==> src/rtl/rst_sequencer_if.sv <==
// rtl/rst_sequencer_if.sv - reset sequencer control/status bundle
interface rst_sequencer_if #(
    parameter int STAGES = 4
);
    logic              sw_rst_req;
    logic              sw_rst_ack;
    logic [STAGES-1:0] rst_out_n;
    logic              ready;

    modport master (
        input  sw_rst_req,
        output sw_rst_ack,
        output rst_out_n,
        output ready
    );

    modport slave (
        output sw_rst_req,
        input  sw_rst_ack,
        input  rst_out_n,
        input  ready
    );
endinterface

==> src/rtl/rst_sequencer.sv <==
// rtl/rst_sequencer.sv - ordered, synchronously released resets; async assertion.
// Optional software reset path enabled by DARKC_RST_SEQ_SW_RST_EN.
module rst_sequencer #(
    parameter int STAGES     = 4,
    parameter int SYNC_DEPTH = 2,
    parameter int STRETCH    = 16,
    parameter int GAP        = 8
) (
    input  logic           clk,
    input  logic           rst_n,
    rst_sequencer_if.master bus
);
    localparam int MAXC = (STRETCH > GAP) ? STRETCH : GAP;
    localparam int CW   = $clog2(MAXC + 1);
    localparam logic [CW-1:0] STR_LOAD = CW'(STRETCH - 1);
    localparam logic [CW-1:0] GAP_LOAD = CW'(GAP - 1);

    typedef enum logic [1:0] {S_RESET, S_STRETCH, S_RELEASE, S_RUN} state_t;

    state_t              state_q, state_d;
    logic [CW-1:0]       cnt_q, cnt_d;
    logic [STAGES-1:0]   rst_q, rst_d;
    logic                ready_q, ready_d;
    logic [SYNC_DEPTH-1:0] sync_q;
    logic                sync_out;
    logic [STAGES:0]     shifted;

    assign sync_out = sync_q[SYNC_DEPTH-1];
    // Next release pattern: one more low-order bit set.
    assign shifted  = {rst_q, 1'b1};

`ifdef DARKC_RST_SEQ_SW_RST_EN
    // The software path waits one extra stretch cycle so release lands at s+1+STRETCH.
    localparam logic [CW-1:0] SW_LOAD = CW'(STRETCH);
    logic req_q;
    logic req_rise;
    logic swact_q, swact_d;
    logic ack_q, ack_d;

    assign req_rise       = bus.sw_rst_req & ~req_q;
    assign bus.sw_rst_ack = ack_q;

    always_ff @(posedge clk or negedge rst_n) begin
        if (!rst_n) begin
            req_q   <= 1'b0;
            swact_q <= 1'b0;
            ack_q   <= 1'b0;
        end else begin
            req_q   <= bus.sw_rst_req;
            swact_q <= swact_d;
            ack_q   <= ack_d;
        end
    end
`else
    assign bus.sw_rst_ack = 1'b0;
`endif

    always_ff @(posedge clk or negedge rst_n) begin
        if (!rst_n) begin
            sync_q  <= '0;
            state_q <= S_RESET;
            cnt_q   <= '0;
            rst_q   <= '0;
            ready_q <= 1'b0;
        end else begin
            sync_q  <= {sync_q[SYNC_DEPTH-2:0], 1'b1};
            state_q <= state_d;
            cnt_q   <= cnt_d;
            rst_q   <= rst_d;
            ready_q <= ready_d;
        end
    end

    always_comb begin
        state_d = state_q;
        cnt_d   = cnt_q;
        rst_d   = rst_q;
        ready_d = ready_q;
`ifdef DARKC_RST_SEQ_SW_RST_EN
        swact_d = swact_q;
        ack_d   = 1'b0;
`endif
        case (state_q)
            S_RESET: begin
                if (sync_out) begin
                    state_d = S_STRETCH;
                    cnt_d   = STR_LOAD;
                end
            end
            S_STRETCH, S_RELEASE: begin
                if (cnt_q == '0) begin
                    rst_d = shifted[STAGES-1:0];
                    if (&shifted[STAGES-1:0]) begin
                        state_d = S_RUN;
                        ready_d = 1'b1;
`ifdef DARKC_RST_SEQ_SW_RST_EN
                        ack_d   = swact_q;
                        swact_d = 1'b0;
`endif
                    end else begin
                        state_d = S_RELEASE;
                        cnt_d   = GAP_LOAD;
                    end
                end else begin
                    cnt_d = cnt_q - 1'b1;
                end
            end
            S_RUN: begin
`ifdef DARKC_RST_SEQ_SW_RST_EN
                if (req_rise) begin
                    state_d = S_STRETCH;
                    cnt_d   = SW_LOAD;
                    rst_d   = '0;
                    ready_d = 1'b0;
                    swact_d = 1'b1;
                end
`endif
            end
            default: state_d = S_RESET;
        endcase
    end

    assign bus.rst_out_n = rst_q;
    assign bus.ready     = ready_q;
endmodule

==> src/flat_wrapper.sv <==
// flat-port wrapper written by rule: the top's interface ports become plain ports
module rst_sequencer_flat 
#(
    parameter int STAGES     = 4,
    parameter int SYNC_DEPTH = 2,
    parameter int STRETCH    = 16,
    parameter int GAP        = 8
)
  (clk, rst_n, bus_sw_rst_req, bus_sw_rst_ack, bus_rst_out_n, bus_ready);
  rst_sequencer_if #(.STAGES(STAGES)) bus_i ();
  input  logic clk;
  input  logic rst_n;
  input wire logic [$bits(bus_i.sw_rst_req)-1:0] bus_sw_rst_req;
  output wire logic [$bits(bus_i.sw_rst_ack)-1:0] bus_sw_rst_ack;
  output wire logic [$bits(bus_i.rst_out_n)-1:0] bus_rst_out_n;
  output wire logic [$bits(bus_i.ready)-1:0] bus_ready;
  assign bus_i.sw_rst_req = bus_sw_rst_req;
  assign bus_sw_rst_ack = bus_i.sw_rst_ack;
  assign bus_rst_out_n = bus_i.rst_out_n;
  assign bus_ready = bus_i.ready;
  rst_sequencer #(.STAGES(STAGES), .SYNC_DEPTH(SYNC_DEPTH), .STRETCH(STRETCH), .GAP(GAP)) u_core (.clk(clk), .rst_n(rst_n), .bus(bus_i));
endmodule
==> config.mk <==
export PLATFORM = sky130hd
export DESIGN_NAME = rst_sequencer_flat
export DESIGN_NICKNAME = d
export VERILOG_FILES = /design/src/rtl/rst_sequencer_if.sv /design/src/rtl/rst_sequencer.sv /design/src/flat_wrapper.sv
export SDC_FILE = /design/constraint.sdc
export NUM_CORES = 1
export LEC_CHECK = 0
export CORE_MARGIN = 2
export CORE_UTILIZATION = 41
export CTS_CLUSTER_DIAMETER = 30
export DETAILED_ROUTE_END_ITERATION = 10
export HOLD_SLACK_MARGIN = 0.08
export SLEW_MARGIN = 20
export SYNTH_ARGS = -nofsm -noshare
export SYNTH_HDL_FRONTEND = slang
export SYNTH_SLANG_ARGS = --single-unit
==> constraint.sdc <==
create_clock -name clk -period 4.8 [get_ports clk]
set_clock_uncertainty 0.05 [all_clocks]
set_input_delay 1.2 -clock clk [delete_from_list [all_inputs] [get_ports clk]]
set_output_delay 1.2 -clock clk [all_outputs]
set_load 0.05 [all_outputs]
# Yosys cells after proc, flatten, opt, wreduce, memory -nomap -nowiden
# Cells that the tools add are included.
# Widths: inputs -> output; s select.
[word_totals]
ff_bits = 14
elab_cells = 28
[op_classes]
mux = 8
eq_ne = 5
addsub = 1
reduce_logical = 9
[ops]
columns = ["cell", "count"]
rows = [
  ["$mux 5", 3],
  ["$pmux 5 s2", 1],
  ["$reduce_and 3->1", 3],
  ["$logic_not 5->1", 1],
  ["$reduce_and 5->1", 1],
  ["$sub 5x1->5 const B", 1],
  ["$mux 2", 2],
  ["$ne 2x1->1 const B", 2],
  ["$pmux 2 s2", 1],
  ["$ne 3x3->1 const B", 1],
  ["$eq 2x1->1 const B", 1],
  ["$eq 2x2->1 const B", 1],
  ["$logic_not 2->1", 1],
  ["$reduce_and 2->1", 1],
  ["$reduce_bool 2->1", 1],
  ["$reduce_or 2->1", 1],
  ["$mux 1", 1],
]

# Logic depth before layout (Yosys ltp)
# Gate-level depths: netlist of run 1.
[depth]
ltp_word = 4
depth_mapped = 7
depth_no_buf = 5

# Worst setup path before layout of run 1
# OpenSTA, ideal clock, no wires.
[synth_path]
kind = "reg2out"
from = "reg u_core.rst_q[1], in the netlist u_core.bus.rst_out_n[1]"
to = "out bus_rst_out_n[1]"
required_time_ns = 3.550
stages_incl_launch_ff = 1
t_arrival_ns = 0.629
slack_ns = 2.921
path_cell_list = "dfrtp_1"
[synth_lines]
columns = ["item", "line", "text"]
rows = [
  ["from (decl)", "rst_sequencer.sv:22", "logic [STAGES-1:0] rst_q, rst_d;"],
  ["from (signal assigned)", "rst_sequencer.sv:69", "rst_q <= rst_d;"],
  ["to (decl)", "flat_wrapper.sv:15", "output wire logic [$bits(bus_i.rst_out_n)-1:0] bus_rst_out_n;"],
]
# No word-level cell between the ends.

# Final worst setup path of run 1
[layout_path]
from = "reg u_core.rst_q[2], in the netlist u_core.bus.rst_out_n[2]"
to = "out bus_rst_out_n[2]"
# No word-level cell between the ends.

==> impl_metrics.csv, run 1 <==
group,metric,value,unit
status,status,"completed",
timing,hold_slack,0.304,ns
placed_design,place_inst,90,
hold_path,hold_path_class,"flip-flop to flip-flop",
yosys,ys_ff_latch,14,
yosys,yosysWarnings,0,
hold_path,holdPathStages,0,
layout,design_area,843,um^2
timing,hold_viol,0,
critical_path,crit_fanout,4,
routing,drc,0,
floorplanning,die_h,46.3,um
routing,ant_nets,0,
floorplanning,chipWidth,46.3,um
floorplanning,design.core.area,0.00171,mm^2
critical_path,crit_required,3.55,ns
layout,areaGrowthSynthToFinish,14.8,%
layout,diodes,0,
global_route,grt_max_degree,15,
pwr,ir_worst_vdd,0.255,mV
placed_design,portBuffers,6,
routing,viasPerCell,5.14,
critical_path,worstPathArrival,1.51,ns
clock_tree,clk_latency,0.29,ns
routing,vias,483,
floorplanning,ios,9,
clock_tree,cts_tree,"done",
routing,routed_wl,1230,um
timing,worst_slack,2.04,ns
layout,stdcell_count,94,
yosys,syn_nets,69,
floorplanning,start_util,0.430,
clock_tree,htree_levels,1,
critical_path,max_stage_delay,0.82,ns
global_route,grt_usage,0.148,
timing,rsz0062_at_grt,"no",
yosys,synth-seq-area-share,0.477,
clock_tree,cts_root_buffer,"clkbuf_4",
placed_design,pre_cts_ws,2.36,ns
yosys,netlist_area,734,um^2
pwr,total_power,0.480,mW
placed_design,gp_congestion,0.815,
critical_path,end_kind,"output port",
clock_tree,holdBufCountCts,0,
layout,fin_nets,76,
layout,utilization,0.494,
pwr,p_per_area,569,mW/mm^2
yosys,avgSynthCellArea,11.7,um^2
floorplanning,die-area,0.00215,mm^2
clock_tree,postCtsSetupBuffers,0,
global_route,grt-ovfl-total,0,
routing,drt_iter0_drc,10,
timing,fmax,363,MHz
critical_path,slowest_stage,"clkdlybuf4s50_1",
yosys,netlist_instances,63,
critical_path,path_depth,1,
timing,max_slew_margin,0.573,
critical_path,cp_num_buf_inv,1,
clock_tree,ctsResizeCount,0,
global_route,antenna_found_initial,0,
timing,fin_setup_tns,0,ns
clock_tree,cts.sinks,14,
timing,finalCritPeriodShare,0.574,
routing,wl_per_cell,13.1,um
timing,drv_slew,0,
clock_tree,cts_made_buffers,3,
routing,drtPass1Iterations,4,
timing,worst_pin_slew,0.639,ns
placed_design,post-dp-hpwl,879,um
global_route,grt_pass1_wl,2160,um
run,cap_violations,0,
placed_design,dpl_cell_area,807,um^2
critical_path,rr_worst_depth,4,
floorplanning,num_rows,15,
clock_tree,clk_pin_slew_worst_paths,0.09,ns
critical_path,path_delay_family,"buffers and inverters",
pwr,p_leak,0.385,nW
critical_path,path_cells,"clkdlybuf4s50_1",
layout,drive_gt1_frac,0.188,
timing,final.min_clock_period,2.76,ns
global_route,grt_pass1_vias,466,
critical_path,cp-start-kind,"flip-flop",
timing,setup_viol,0,
clock_tree,cts_buffer_depth,2,
critical_path,criticalPathCategory,"flip-flop to output port",
yosys,yosysUniqueCellTypes,30,
power breakdown:
| part | switching (mW) | internal, mW | leakage [nW] | total, mW |
|---|---|---|---|---|
| Clock | 0.0412 | 0.0462 | 0.0210 | 0.0874 |
| Combinational | 0.118 | 0.0949 | 0.192 | 0.213 |
| Sequential | 0.0299 | 0.150 | 0.172 | 0.180 |
placed cells by master (no fill, tap or decap), drive strengths merged, types with 2 or more instances in the layout:
cell,n
nand2,2
dfrtp,14
ha,3
clkbuf,4
nor2b,2
or3,2
inv,5
conb,2
o21a,3
or4b,2
nand2b,2
mux2,3
o31ai,2
nor4,2
a221oi,2
nor4b,3
clkdlybuf4s50,6
Yosys cell counts:
master | count | area [um^2]
dfrtp_1 | 14 | 350
inv_1 | 5 | 18.8
clkbuf_1 | 3 | 11.3
ha_1 | 3 | 37.5
mux2_4 | 3 | 45.0
o21a_1 | 3 | 22.5
conb_1 | 2 | 7.51
nand2_1 | 2 | 7.51
nor2b_1 | 2 | 12.5
nor4_1 | 2 | 12.5
nor4b_2 | 2 | 30.0
o31ai_1 | 2 | 15.0
or3_1 | 2 | 12.5
or4b_4 | 2 | 27.5
a211oi_1 | 1 | 7.51
a21o_1 | 1 | 7.51
a221oi_1 | 1 | 8.76
a221oi_2 | 1 | 15.0
and3_1 | 1 | 6.26
buf_4 | 1 | 7.51
nand2b_1 | 1 | 6.26
nand2b_4 | 1 | 13.8
nand3_1 | 1 | 5.00
nor2_1 | 1 | 3.75
nor3_1 | 1 | 5.00
nor4b_1 | 1 | 8.76
o21ai_1 | 1 | 5.00
o311ai_1 | 1 | 8.76
o31a_1 | 1 | 8.76
or2_0 | 1 | 6.26
registers in the layout, indices dropped and copies added, names as in the netlist:
register	cells
u_core.bus.ready	1
u_core.bus.rst_out_n	4
u_core.cnt_q	5
u_core.state_q	2
u_core.sync_q	2
final timing paths:
path / from / to / slack (ns)
max in group asynchronous: rst_n / u_core.sync_q[1]$_DFF_PN0_ / 3.04
setup reg to reg: u_core.state_q[0]$_DFFE_PN0P_ / u_core.bus.rst_out_n[2]$_DFFE_PN0P_ / 2.85
hold / removal: u_core.sync_q[0]$_DFF_PN0_ / u_core.sync_q[1]$_DFF_PN0_ / 0.30
setup / recovery: u_core.bus.rst_out_n[2]$_DFFE_PN0P_ / bus_rst_out_n[2] / 2.04
hold reg to reg: u_core.sync_q[0]$_DFF_PN0_ / u_core.sync_q[1]$_DFF_PN0_ / 0.30
min in group asynchronous: rst_n / u_core.cnt_q[3]$_DFFE_PN0P_ / 1.25
logic make-up (layout without fill, tap and decap cells):
| group | Yosys count | in the layout | synth area share |
|---|---|---|---|
| DFF | 14 | 14 | 0.477 |
| muxes | 3 | 3 | 0.0613 |
| other | 2 | 2 | 0.0102 |
| buffers and inverters | 9 | 15 | 0.0511 |
| AOI/OAI and AO/OA | 12 | 12 | 0.135 |
| adders and majority gates | 3 | 3 | 0.0511 |
| and+or+nand+nor | 20 | 20 | 0.215 |
cell type report:
class | instances | area (um^2)
clock buffer | 4 | 36.3
fill | 160 | 865
sequential | 14 | 350
tap | 25 | 31.3
timing repair buffer | 6 | 60.1
inverter | 5 | 18.8
multi-input combinational | 40 | 347
routing by layer:
| metal | vias up | GRT usage | share of wire |
|---|---|---|---|
| met3 | 5 | 0.0471 | 0.041 |
| met2 | 12 | 0.208 | 0.42 |
| li1 | 237 | - | - |
| met4 | 0 | 0.0857 | 0.025 |
| met5 | - | 0 | 0 |
| met1 | 229 | 0.196 | 0.52 |
Note: power is estimated with default switching activity, not from simulation.
==> run 2, diff against run 1 <==
==> constraint.sdc (replaced) <==
create_clock -name clk -period 2.8 [get_ports clk]
set_clock_uncertainty 0.05 [all_clocks]
set_input_delay 0.7 -clock clk [delete_from_list [all_inputs] [get_ports clk]]
set_output_delay 0.7 -clock clk [all_outputs]
set_load 0.05 [all_outputs]
==> impl_metrics.csv, run 2 (same netlist as run 1, synthesis figures left out) <==
group,metric,value,unit
pwr,ir_worst_vdd,0.292,mV
floorplanning,die_h,46.3,um
clock_tree,holdBufCountCts,0,
placed_design,place_inst,91,
pwr,total_power,0.830,mW
global_route,grt_pass1_vias,473,
clock_tree,ctsResizeCount,0,
timing,fmax,442,MHz
timing,worst_pin_slew,0.646,ns
critical_path,max_stage_delay,0.82,ns
timing,hold_slack,0.306,ns
placed_design,pre_cts_ws,0.853,ns
critical_path,path_delay_family,"buffers and inverters",
layout,design_area,851,um^2
global_route,antenna_found_initial,0,
placed_design,dpl_cell_area,815,um^2
clock_tree,cts_root_buffer,"clkbuf_4",
floorplanning,die-area,0.00215,mm^2
timing,finalCritPeriodShare,0.807,
floorplanning,chipWidth,46.3,um
clock_tree,cts_tree,"done",
global_route,grt_usage,0.141,
critical_path,cp-start-kind,"flip-flop",
clock_tree,cts_made_buffers,3,
layout,final_cell_mix,"dfrtp_1 (14), clkdlybuf4s50_1 (6), inv_1 (5)",
timing,setup_viol,0,
clock_tree,postCtsSetupBuffers,0,
layout,fin_nets,77,
layout,regMostFlops,"u_core.cnt_q",
critical_path,crit_required,2.05,ns
clock_tree,cts_buffer_depth,2,
timing,hold_viol,0,
layout,stdcell_count,95,
routing,drt_iter0_drc,3,
critical_path,slowest_stage,"clkdlybuf4s50_1",
critical_path,cp_num_buf_inv,1,
routing,drtPass1Iterations,4,
global_route,grt_max_degree,15,
floorplanning,start_util,0.430,
clock_tree,cts.sinks,14,
layout,diodes,0,
layout,areaGrowthSynthToFinish,15.8,%
clock_tree,htree_levels,1,
critical_path,end_kind,"output port",
timing,rsz0062_at_grt,"no",
run,cap_violations,0,
routing,drc,0,
routing,viasPerCell,5.26,
routing,wl_per_cell,13.0,um
placed_design,post-dp-hpwl,908,um
routing,routed_wl,1240,um
routing,ant_nets,0,
status,status,"completed",
layout,layout_commonest_cell,"dfrtp_1",
critical_path,criticalPathCategory,"flip-flop to output port",
timing,worst_slack,0.539,ns
timing,drv_slew,0,
clock_tree,clk_latency,0.29,ns
global_route,grt_pass1_wl,2070,um
layout,drive_gt1_frac,0.200,
critical_path,crit_fanout,4,
critical_path,path_cells,"clkdlybuf4s50_1",
clock_tree,clk_pin_slew_worst_paths,0.09,ns
layout,fillers,159,
timing,final.min_clock_period,2.26,ns
floorplanning,design.core.area,0.00171,mm^2
floorplanning,num_rows,15,
global_route,grt-ovfl-total,0,
timing,fin_setup_tns,0,ns
floorplanning,ios,9,
placed_design,portBuffers,6,
hold_path,hold_path_class,"flip-flop to flip-flop",
pwr,p_per_area,976,mW/mm^2
critical_path,worstPathArrival,1.51,ns
placed_design,gp_congestion,0.818,
layout,largest_reg_flops,5,
routing,vias,500,
timing,max_slew_margin,0.568,
pwr,p_leak,0.390,nW
layout,utilization,0.498,
## run 2: cell count changes in the layout (fill, tap and decap cells not counted)
cell / change
buf_4: +1
## run 2: report_power, final
part           total (mW)  switching, mW  internal [mW]
Clock               0.153         0.0734         0.0793
Sequential          0.308         0.0509          0.257
Combinational       0.370          0.203          0.167
## run 2: metal layers
metal | global-route usage | up-vias | wire length, um
met5 | 0 | - | 0
met4 | 0.103 | 0 | 36
met3 | 0.0235 | 5 | 36
met2 | 0.217 | 10 | 585
met1 | 0.176 | 246 | 577
li1 | - | 239 | -
## run 2: final timing paths
| path | start | to | slack (ns) | cells past startpoint |
|---|---|---|---|---|
| setup reg to reg | u_core.state_q[1]$_DFFE_PN0P_ | u_core.bus.rst_out_n[1]$_DFFE_PN0P_ | 0.84 | 4 |
| max in group asynchronous | rst_n | u_core.sync_q[1]$_DFF_PN0_ | 1.54 | 1 |
| hold reg to reg | u_core.sync_q[0]$_DFF_PN0_ | u_core.sync_q[1]$_DFF_PN0_ | 0.31 | 0 |
| hold / removal | u_core.sync_q[0]$_DFF_PN0_ | u_core.sync_q[1]$_DFF_PN0_ | 0.31 | 0 |
| setup / recovery | u_core.bus.rst_out_n[1]$_DFFE_PN0P_ | bus_rst_out_n[1] | 0.54 | 1 |
| min in group asynchronous | rst_n | u_core.cnt_q[3]$_DFFE_PN0P_ | 0.75 | 1 |
## run 2: layout make-up
cell class | count | area (um^2) | share of cell area
clock buffer | 4 | 36.3 | 0.0426
inverter | 5 | 18.8 | 0.0221
multi-input combinational | 40 | 347 | 0.407
sequential | 14 | 350 | 0.412
tap | 25 | 31.3 | 0.0368
timing repair buffer | 7 | 67.6 | 0.0794
==> run 3, diff against run 2 <==
==> constraint.sdc (replaced) <==
create_clock -name clk -period 1.9 [get_ports clk]
set_clock_uncertainty 0.05 [all_clocks]
set_input_delay 0.475 -clock clk [delete_from_list [all_inputs] [get_ports clk]]
set_output_delay 0.475 -clock clk [all_outputs]
set_load 0.05 [all_outputs]
==> impl_metrics.csv, run 3 (same netlist as run 1, synthesis figures left out) <==
group,metric,value,unit
clock_tree,cts_tree,"done",
clock_tree,clk_pin_slew_worst_paths,0.09,ns
global_route,grt_usage,0.156,
layout,areaGrowthSynthToFinish,17.5,%
critical_path,rr_endpoint,"u_core.bus.rst_out_n[2]$_DFFE_PN0P_",
clock_tree,postCtsSetupBuffers,0,
clock_tree,htree_levels,1,
routing,ant_nets,0,
timing,hold_slack,0.304,ns
critical_path,criticalPathCategory,"flip-flop to flip-flop",
layout,largest_reg_flops,5,
layout,fillers,162,
floorplanning,num_rows,15,
layout,regMostFlops,"u_core.cnt_q",
layout,final_cell_mix,"dfrtp_1 (14), buf_4 (9), inv_1 (5)",
floorplanning,start_util,0.430,
critical_path,cp-start-kind,"flip-flop",
timing,rsz0062_at_grt,"no",
status,status,"completed",
timing,finalCritPeriodShare,0.958,
critical_path,crit_fanout,4,
global_route,grt_pass1_vias,491,
clock_tree,cts_made_buffers,3,
clock_tree,clk_latency,0.29,ns
routing,routed_wl,1270,um
critical_path,crit_required,2.03,ns
pwr,ir_worst_vdd,0.580,mV
pwr,p_leak,0.414,nW
clock_tree,cts_buffer_depth,2,
global_route,antenna_found_initial,0,
critical_path,rr_worst_depth,5,
placed_design,gp_congestion,0.830,
clock_tree,cts_root_buffer,"clkbuf_4",
routing,drtPass1Iterations,2,
layout,multi_input_area,349,um^2
placed_design,post-dp-hpwl,913,um
layout,layout_commonest_cell,"dfrtp_1",
critical_path,worstPathArrival,1.95,ns
routing,wl_per_cell,13.0,um
layout,seqCellArea,350,um^2
critical_path,rrSetupSlack,0.08,ns
hold_path,min_from,"u_core.sync_q[0]$_DFF_PN0_",
clock_tree,cts.sinks,14,
timing,setup_viol,0,
layout,fin_nets,80,
routing,drt_iter0_drc,6,
floorplanning,design.core.area,0.00171,mm^2
floorplanning,ios,9,
layout,drive_gt1_frac,0.315,
floorplanning,chipWidth,46.3,um
pwr,p_per_area,1430,mW/mm^2
hold_path,holdPathStages,0,
critical_path,r2r-start,"u_core.cnt_q[1]$_DFFE_PN0P_",
critical_path,end_kind,"flip-flop",
timing,hold_viol,0,
global_route,grt-ovfl-total,0,
placed_design,portBuffers,6,
timing,drv_slew,0,
global_route,grt_max_degree,15,
floorplanning,die-area,0.00215,mm^2
floorplanning,die_h,46.3,um
hold_path,min_to,"u_core.sync_q[1]$_DFF_PN0_",
timing,final.min_clock_period,1.82,ns
routing,viasPerCell,5.06,
global_route,grt_pass1_wl,2200,um
timing,fmax,549,MHz
hold_path,hold_path_class,"flip-flop to flip-flop",
layout,diodes,0,
routing,vias,496,
routing,drc,0,
timing,fin_setup_tns,0,ns
run,cap_violations,0,
==> run 3: cell count changes in the layout (fill, tap and decap cells not counted), sizes merged <==
cell | previous run | this run
clkdlybuf4s50 | 6 | 1
buf | 1 | 9
==> run 3: area by class of cell <==
cell class,instances,share of cell area
clock buffer,4,0.0420
inverter,5,0.0217
multi-input combinational,40,0.404
sequential,14,0.406
tap,25,0.0362
timing repair buffer,10,0.0899
==> run 3: metrics by stage <==
step                       util  setup WS [ns]  std cells  total power [mW]  area [um^2]
after detailed placement  0.483         0.0863         94              1.02          825
final                     0.505         0.0802         98              1.24          863
after global placement    0.483         0.0808         94              1.02          825
after CTS                 0.504         0.0646         98              1.25          861
after floorplan               -          0.171         63             0.882          734
after global routing      0.505        0.00507         98              1.33          863
==> run 3: metal layers <==
layer | vias to the layer above | global-route usage | routed length [um]
li1 | 246 | - | -
met1 | 235 | 0.207 | 622
met2 | 10 | 0.208 | 559
met3 | 5 | 0.0471 | 47
met4 | 0 | 0.120 | 42
met5 | - | 0 | 0
==> run 3: worst max path at each step <==
stage,start,endpoint,slack (ns),cells after the start
2_1_floorplan,u_core.cnt_q[0]$_DFFE_PN0P_,u_core.bus.rst_out_n[1]$_DFFE_PN0P_,0.17,5
3_3_place_gp,u_core.cnt_q[1]$_DFFE_PN0P_,u_core.bus.rst_out_n[3]$_DFFE_PN0P_,0.08,5
3_5_place_dp,u_core.cnt_q[1]$_DFFE_PN0P_,u_core.bus.rst_out_n[2]$_DFFE_PN0P_,0.09,5
4_1_cts,u_core.cnt_q[1]$_DFFE_PN0P_,u_core.bus.rst_out_n[2]$_DFFE_PN0P_,0.06,5
5_1_grt,u_core.cnt_q[1]$_DFFE_PN0P_,u_core.bus.rst_out_n[2]$_DFFE_PN0P_,0.005,5
6_report,u_core.cnt_q[1]$_DFFE_PN0P_,u_core.bus.rst_out_n[2]$_DFFE_PN0P_,0.08,5
==> run 3: report_power, final <==
part	internal (mW)	switching [mW]
Sequential	0.378	0.0758
Clock	0.117	0.105
Combinational	0.253	0.306
==> run 3: worst max-delay path, stage by stage, from the launching register on <==
cell and delay (ns):
dfrtp_1 0.41, inv_1 0.09, ha_1 0.24, nand2b_4 0.08, or4b_4 0.53, mux2_4 0.32
==> run 3: timing repair <==
item	in CTS	in global routing
endpoints found under the setup margin	0	1
hold buffers	0	0
gates resized for setup	0	1
